--- src/rtl/bfs_pkg.sv ---
// Shared BFS controller types: FSM state encoding and software-visible status codes.
// State encoding keeps status equal to state[2:1], so the status decode is wiring only.
package bfs_pkg;

   localparam int unsigned ROOT_W = 32;

   typedef enum logic [2:0] {
      IDLE   = 3'b000,
      LAUNCH = 3'b010,
      RUN    = 3'b011,
      DRAIN  = 3'b100,
      CHECK  = 3'b101,
      DONE   = 3'b110
   } bfs_state_e;

   localparam logic [1:0] BFS_STATUS_IDLE    = 2'd0;
   localparam logic [1:0] BFS_STATUS_RUNNING = 2'd1;
   localparam logic [1:0] BFS_STATUS_SYNC    = 2'd2;
   localparam logic [1:0] BFS_STATUS_DONE    = 2'd3;

   function automatic logic [1:0] bfs_status(input bfs_state_e s);
      logic [1:0] v;
      case (s)
         LAUNCH, RUN:  v = BFS_STATUS_RUNNING;
         DRAIN, CHECK: v = BFS_STATUS_SYNC;
         DONE:         v = BFS_STATUS_DONE;
         default:      v = BFS_STATUS_IDLE;
      endcase
      return v;
   endfunction

endpackage

--- src/rtl/bfs_popcount_acc.sv ---
// Per-cycle popcount of NUM_PE update strobes folded into a saturating CNT_W accumulator.
// i_clr discards the old total; combined with i_en the current popcount becomes the new total.
module bfs_popcount_acc #(
   parameter int unsigned NUM_PE = 4,
   parameter int unsigned CNT_W  = 32
) (
   input  logic              clk,
   input  logic              rst,
   input  logic              i_clr,
   input  logic              i_en,
   input  logic [NUM_PE-1:0] i_bits,
   output logic [CNT_W-1:0]  o_acc
);

   localparam int unsigned PC_W  = $clog2(NUM_PE + 1);
   localparam int unsigned SUM_W = CNT_W + 1;

   logic [PC_W-1:0]  w_pc;
   logic [CNT_W-1:0] w_base;
   logic [SUM_W-1:0] w_sum;
   logic [CNT_W-1:0] r_acc;

   always_comb begin
      w_pc = '0;
      for (int i = 0; i < int'(NUM_PE); i++) begin
         w_pc = w_pc + PC_W'(i_bits[i]);
      end
   end

   assign w_base = i_clr ? '0 : r_acc;
   assign w_sum  = {1'b0, w_base} + SUM_W'(w_pc);

   // Carry out of the add means the count has hit the ceiling.
   always_ff @(posedge clk) begin
      if (rst) begin
         r_acc <= '0;
      end else if (i_en) begin
         r_acc <= w_sum[CNT_W] ? '1 : w_sum[CNT_W-1:0];
      end else if (i_clr) begin
         r_acc <= '0;
      end
   end

   assign o_acc = r_acc;

endmodule

--- src/rtl/bfs_level_ctrl.sv ---
// Level-synchronous BFS controller: launches all PEs per level, waits for completion and a
// quiet crossbar, then advances the level (swapping frontier buffers) or finishes.
module bfs_level_ctrl
   import bfs_pkg::*;
#(
   parameter int unsigned NUM_PE    = 4,
   parameter int unsigned LEVEL_W   = 16,
   parameter int unsigned CNT_W     = 32,
   parameter int unsigned QUIET_CYC = 8
) (
   input  logic               gt_txusrclk,
   input  logic               peripheral_reset,
   input  logic               start,
   input  logic [ROOT_W-1:0]  root_vid,
   input  logic [LEVEL_W-1:0] max_level,
   output logic [NUM_PE-1:0]  pe_start,
   input  logic [NUM_PE-1:0]  pe_done,
   input  logic [NUM_PE-1:0]  upd_valid,
   input  logic               xbar_idle,
   output logic               frontier_sel,
   output logic [LEVEL_W-1:0] cur_level,
   output logic [ROOT_W-1:0]  root_out,
   output logic [1:0]         status,
   output logic [CNT_W-1:0]   last_frontier,
   output logic [CNT_W-1:0]   total_cycles
);

   localparam int unsigned QW    = $clog2(QUIET_CYC + 1);
   localparam int unsigned LVL1W = LEVEL_W + 1;

   bfs_state_e         r_state;
   logic [NUM_PE-1:0]  r_pe_start;
   logic [NUM_PE-1:0]  r_done_mask;
   logic [QW-1:0]      r_quiet;
   logic               r_frontier_sel;
   logic [LEVEL_W-1:0] r_cur_level;
   logic [ROOT_W-1:0]  r_root;
   logic [CNT_W-1:0]   r_last_frontier;
   logic [CNT_W-1:0]   r_total;

   logic [NUM_PE-1:0]  w_mask_nxt;
   logic [LVL1W-1:0]   w_lvl_inc;
   logic [CNT_W-1:0]   w_count;
   logic               w_accept;
   logic               w_busy;
   logic               w_acc_en;
   logic               w_acc_clr;
   logic               w_stop;

   assign w_mask_nxt = r_done_mask | pe_done;
   assign w_lvl_inc  = {1'b0, r_cur_level} + LVL1W'(1);
   assign w_accept   = start && ((r_state == IDLE) || (r_state == DONE));
   assign w_acc_en   = (r_state == LAUNCH) || (r_state == RUN) || (r_state == DRAIN);
   assign w_busy     = w_acc_en || (r_state == CHECK);
   assign w_acc_clr  = w_accept || (r_state == LAUNCH);

   // Stop on an empty next frontier, the level limit, or an exhausted level counter.
   assign w_stop = (w_count == '0) ||
                   ((max_level != '0) && (w_lvl_inc == {1'b0, max_level})) ||
                   (&r_cur_level);

   bfs_popcount_acc #(
      .NUM_PE (NUM_PE),
      .CNT_W  (CNT_W)
   ) u_frontier_cnt (
      .clk    (gt_txusrclk),
      .rst    (peripheral_reset),
      .i_clr  (w_acc_clr),
      .i_en   (w_acc_en),
      .i_bits (upd_valid),
      .o_acc  (w_count)
   );

   always_ff @(posedge gt_txusrclk) begin
      if (peripheral_reset) begin
         r_state         <= IDLE;
         r_pe_start      <= '0;
         r_done_mask     <= '0;
         r_quiet         <= '0;
         r_frontier_sel  <= 1'b0;
         r_cur_level     <= '0;
         r_root          <= '0;
         r_last_frontier <= '0;
         r_total         <= '0;
      end else begin
         r_pe_start <= '0;

         if (w_busy && (r_total != '1)) begin
            r_total <= r_total + CNT_W'(1);
         end

         case (r_state)
            IDLE, DONE: begin
               if (start) begin
                  r_root          <= root_vid;
                  r_cur_level     <= '0;
                  r_frontier_sel  <= 1'b0;
                  r_done_mask     <= '0;
                  r_last_frontier <= '0;
                  r_total         <= '0;
                  r_state         <= LAUNCH;
               end
            end
            // Done pulses seen while launching already count toward this level.
            LAUNCH: begin
               r_pe_start  <= '1;
               r_done_mask <= pe_done;
               r_quiet     <= '0;
               r_state     <= RUN;
            end
            RUN: begin
               r_done_mask <= w_mask_nxt;
               if (&w_mask_nxt) begin
                  r_state <= DRAIN;
               end
            end
            DRAIN: begin
               if (r_quiet == QW'(QUIET_CYC)) begin
                  r_state <= CHECK;
               end else if (xbar_idle) begin
                  r_quiet <= r_quiet + QW'(1);
               end else begin
                  r_quiet <= '0;
               end
            end
            CHECK: begin
               r_last_frontier <= w_count;
               if (w_stop) begin
                  r_state <= DONE;
               end else begin
                  r_cur_level    <= w_lvl_inc[LEVEL_W-1:0];
                  r_frontier_sel <= ~r_frontier_sel;
                  r_state        <= LAUNCH;
               end
            end
            default: r_state <= IDLE;
         endcase
      end
   end

   assign pe_start      = r_pe_start;
   assign frontier_sel  = r_frontier_sel;
   assign cur_level     = r_cur_level;
   assign root_out      = r_root;
   assign status        = bfs_status(r_state);
   assign last_frontier = r_last_frontier;
   assign total_cycles  = r_total;

endmodule

--- config.mk ---
export PLATFORM = sky130hd
export DESIGN_NAME = bfs_level_ctrl
export DESIGN_NICKNAME = d
export VERILOG_FILES = /design/src/rtl/bfs_pkg.sv /design/src/rtl/bfs_popcount_acc.sv /design/src/rtl/bfs_level_ctrl.sv
export SDC_FILE = /design/constraint.sdc
export NUM_CORES = 1
export LEC_CHECK = 0
export ABC_AREA = 0
export CORE_UTILIZATION = 46
export CTS_BUF_LIST = sky130_fd_sc_hd__clkbuf_8 sky130_fd_sc_hd__clkbuf_16
export CTS_CLUSTER_SIZE = 30
export DETAILED_ROUTE_END_ITERATION = 16
export HOLD_SLACK_MARGIN = 0.02
export PLACE_DENSITY = 0.79
export SYNTH_ARGS = -nofsm -noshare
export SYNTH_HDL_FRONTEND = slang
export SYNTH_SLANG_ARGS = --single-unit
--- constraint.sdc ---
create_clock -name gt_txusrclk -period 3.5 [get_ports gt_txusrclk]
set_input_delay 0.7 -clock gt_txusrclk [delete_from_list [all_inputs] [get_ports gt_txusrclk]]
set_output_delay 0.7 -clock gt_txusrclk [all_outputs]
set_load 0.01 [all_outputs]
==> reports/results.ini <==
[status]
status = completed

[flow_run]
max_cap_violations = 0

[detailed_routing]
drt-total-wl_mm = 20.7
drtIter0Drc = 518
antenna_left = 0
vias = 7667
wl_per_cell_um = 14.9
firstDrtPassIters = 5
drc = 0
avgViaCountPerCell = 5.50

[placed_design]
dp.final_hpwl_mm = 14.4
pre_cts_ws_ns = -0.498
gp_congestion = 0.926
io_buffers = 178

[worst_hold_path]
hold_path_end = root_out[3]
min_delay_path_depth = 2
min_path_type = flip-flop to flip-flop
hold_start = root_out[3]

[logic_synthesis]
synth-async-reset-ratio_pct = 0
synth_top_area_share_pct = 40.4
synth.most_common_cell = nand2_1
ys_ff_latch = 157
synth_commonest_cells = nand2_1 (169), dfxtp_1 (157), a21oi_1 (107)
synth_area_um2 = 7780
yosysWarnings = 0
synth_top_area_cell = dfxtp_1
synth_cells = 984
synth_edf_count = 0
syn-num-nets = 1055
synth.avg_cell_area_um2 = 7.91
ys_types = 70
yosysSeqAreaShare_pct = 40.4
synthTopCellsByArea = dfxtp_1 (40%), nand2_1 (8.2%), a21oi_1 (6.9%), nand3_1 (4.6%), xnor2_1 (4.2%)
ys_dominant_reg_cell = dfxtp_1

[timing]
fmax_mhz = 296
clock_skew_ns = 0.0181
finalCritPeriodShare_pct = 96.6
tns_ns = 0
fin_hold_ws_ns = 0.452
setup_violations = 0
period_needed_ns = 3.38
hold_viol_final = 0
worst_pin_slew_ns = 0.816
report.final.slew_viol_count = 0
postLayoutSetupSlackWorst_ns = 0.118
slew_headroom_pct = 45.6

[floorplan]
die_w_um = 132
dieHeight_um = 132
core_area_um2 = 16500
dieArea_um2 = 17400
initial_core_util_pct = 47.1
rows = 47
ios = 179

[critical_path]
cp_slowest_cell = or4_1
critPathLaunchType = input pin
worst_setup_path_end_kind = flip-flop
max_stage_delay_ns = 0.51
worstPathMaxFanout = 4
timing_worst_setup_path_type = input pin to flip-flop
crit_buf_inv = 4
r2r_end = cur_level[7]
r2r_setup_slack_ns = 0.39
critPathRequiredTime_ns = 3.85
reg2reg_from = cur_level[1]
critPathArrivalTime_ns = 3.73
path_cells = clkdlybuf4s50_1 > inv_1 > fa_2 > inv_2 > ha_4 > ha_1 > a21o_1 > a21oi_2 > nor4b_2 > buf_4 > nand4_1 > nor2_2 > nand2_1 > or4_1 > o211ai_1
cp_top_family = simple AND/OR/NAND/NOR gates
r2r_cells = 10

[grt]
grt_pass1_wl_mm = 34.2
grt_usage_pct = 23.6
grt_max_degree = 68
grt_pass1_vias = 7022
overflow = 0
antenna_found_initial = 0

[power]
switching_share_pct = 26.2
p_total_mw = 4.12
p_leak_nw = 3.61
power.density_nw_per_um2 = 390
p_seq_share_pct = 44.8
p_int_mw = 3.04
combPwrFrac_pct = 10.2
p_clk_share_pct = 45.0
switchingPower_mw = 1.08
vdd_drop_max_mv = 0.325

[clock_tree]
cts-root-buf = clkbuf_16
clk_latency_ns = 0.43
clock_sinks = 157
cts-htree-levels = 4
cts_buffers = 17
path_clk_slew_ns = 0.07
cts_buffer_depth = 2
cts-hold-fix-buffers = 0
cts_tree = yes

[cells_and_area]
drive_gt1_share_pct = 9.71
num_antenna_cells = 0
synthToLayoutAreaGrowth_pct = 35.8
postLayoutCoreUtil_pct = 63.9
nets = 1232

==> worst reg2reg max path, delay by kind of cell (launching register included) <==
| kind | cells | cell delay (ns) |
|---|---|---|
| muxes | 1 | 0.37 |
| DFF | 1 | 0.45 |
| adders and majority gates | 1 | 0.31 |
| AOI/OAI and AO/OA | 3 | 0.53 |
| buffers and inverters | 1 | 0.15 |
| and+or+nand+nor | 3 | 0.98 |
| xor gates and xnor gates | 1 | 0.25 |
==> cells by family after synthesis <==
kind of cell	synth area share, %
AO/OA/AOI/OAI	15.1
XOR/XNOR	7.20
adder cells (fa/ha/maj)	1.96
buffers and inverters	4.92
flip-flops	40.4
multiplexers	0.675
AND/OR/NAND/NOR	29.8
==> flip-flops by register name, summed over array words and instances (netlist names) <==
| register | flops |
|---|---|
| frontier_sel | 1 |
| u_frontier_cnt.o_acc | 32 |
| r_done_mask | 4 |
| total_cycles | 32 |
| pe_start | 1 |
| cur_level | 16 |
| r_quiet | 4 |
| last_frontier | 32 |
| root_out | 32 |
| r_state | 3 |
==> per-stage QoR <==
stage	cell area [µm²]	cells
2_1_floorplan	7790	984
3_3_place_gp	9890	1360
3_5_place_dp	9890	1360
4_1_cts	10500	1392
5_1_grt	10600	1394
6_report	10600	1394
==> cells in the final DEF, fill, tap and decap left out, types with 18 or more instances in the layout <==
cell,synthesis,layout
a21oi_1,107,106
a31oi_1,18,18
buf_4,5,38
clkdlybuf4s50_1,0,174
dfxtp_1,157,157
inv_1,26,24
nand2_1,169,169
nand3_1,71,71
nor2_1,70,69
o21ai_0,28,28
xnor2_1,37,37
xor2_1,27,27
==> how the worst max path moves through the flow <==
stage,from,to,slack [ns],cells after the start
after CTS,upd_valid[0],u_frontier_cnt.o_acc[29],0.009,16
after global routing,upd_valid[3],u_frontier_cnt.o_acc[29],-0.02,15
after detailed placement,upd_valid[0],u_frontier_cnt.o_acc[9],-0.50,16
after global placement,upd_valid[0],u_frontier_cnt.o_acc[25],-0.42,16
after floorplan,start,u_frontier_cnt.o_acc[1],0.07,13
final,upd_valid[3],u_frontier_cnt.o_acc[29],0.12,15
==> per-layer routing <==
metal | track usage [%] | vias up | share of wire (%)
met5 | 0 | - | 0
met3 | 4.27 | 30 | 5.8
li1 | - | 3790 | -
met2 | 38.5 | 245 | 47
met4 | 8.01 | 0 | 1.6
met1 | 31.2 | 3602 | 46
==> power groups by stage <==
stage,Clock (mW),Combinational (mW),Sequential (mW)
global route,1.96,0.462,1.85
global placement,0,0.412,1.89
finish,1.85,0.422,1.85
floorplan,0,0.200,1.89
detailed placement,0,0.417,1.89
CTS,1.89,0.421,1.85
==> layout make-up <==
class	instances	area (µm²)
clock buffers	17	425
clock inverters	15	178
fillers	1421	5960
inverters	26	97.6
multi-input cells	741	4320
flip-flops and latches	157	3140
well taps	220	275
repair buffers	218	2120
==> what timing repair did <==
item                       in CTS  in global routing
gates resized for setup         5                 11
setup endpoints to repair       5                 15
pin swaps                       0                  8
gates cloned                    0                  0
setup buffers                   0                  2
Power figures use the tool's default switching activity.
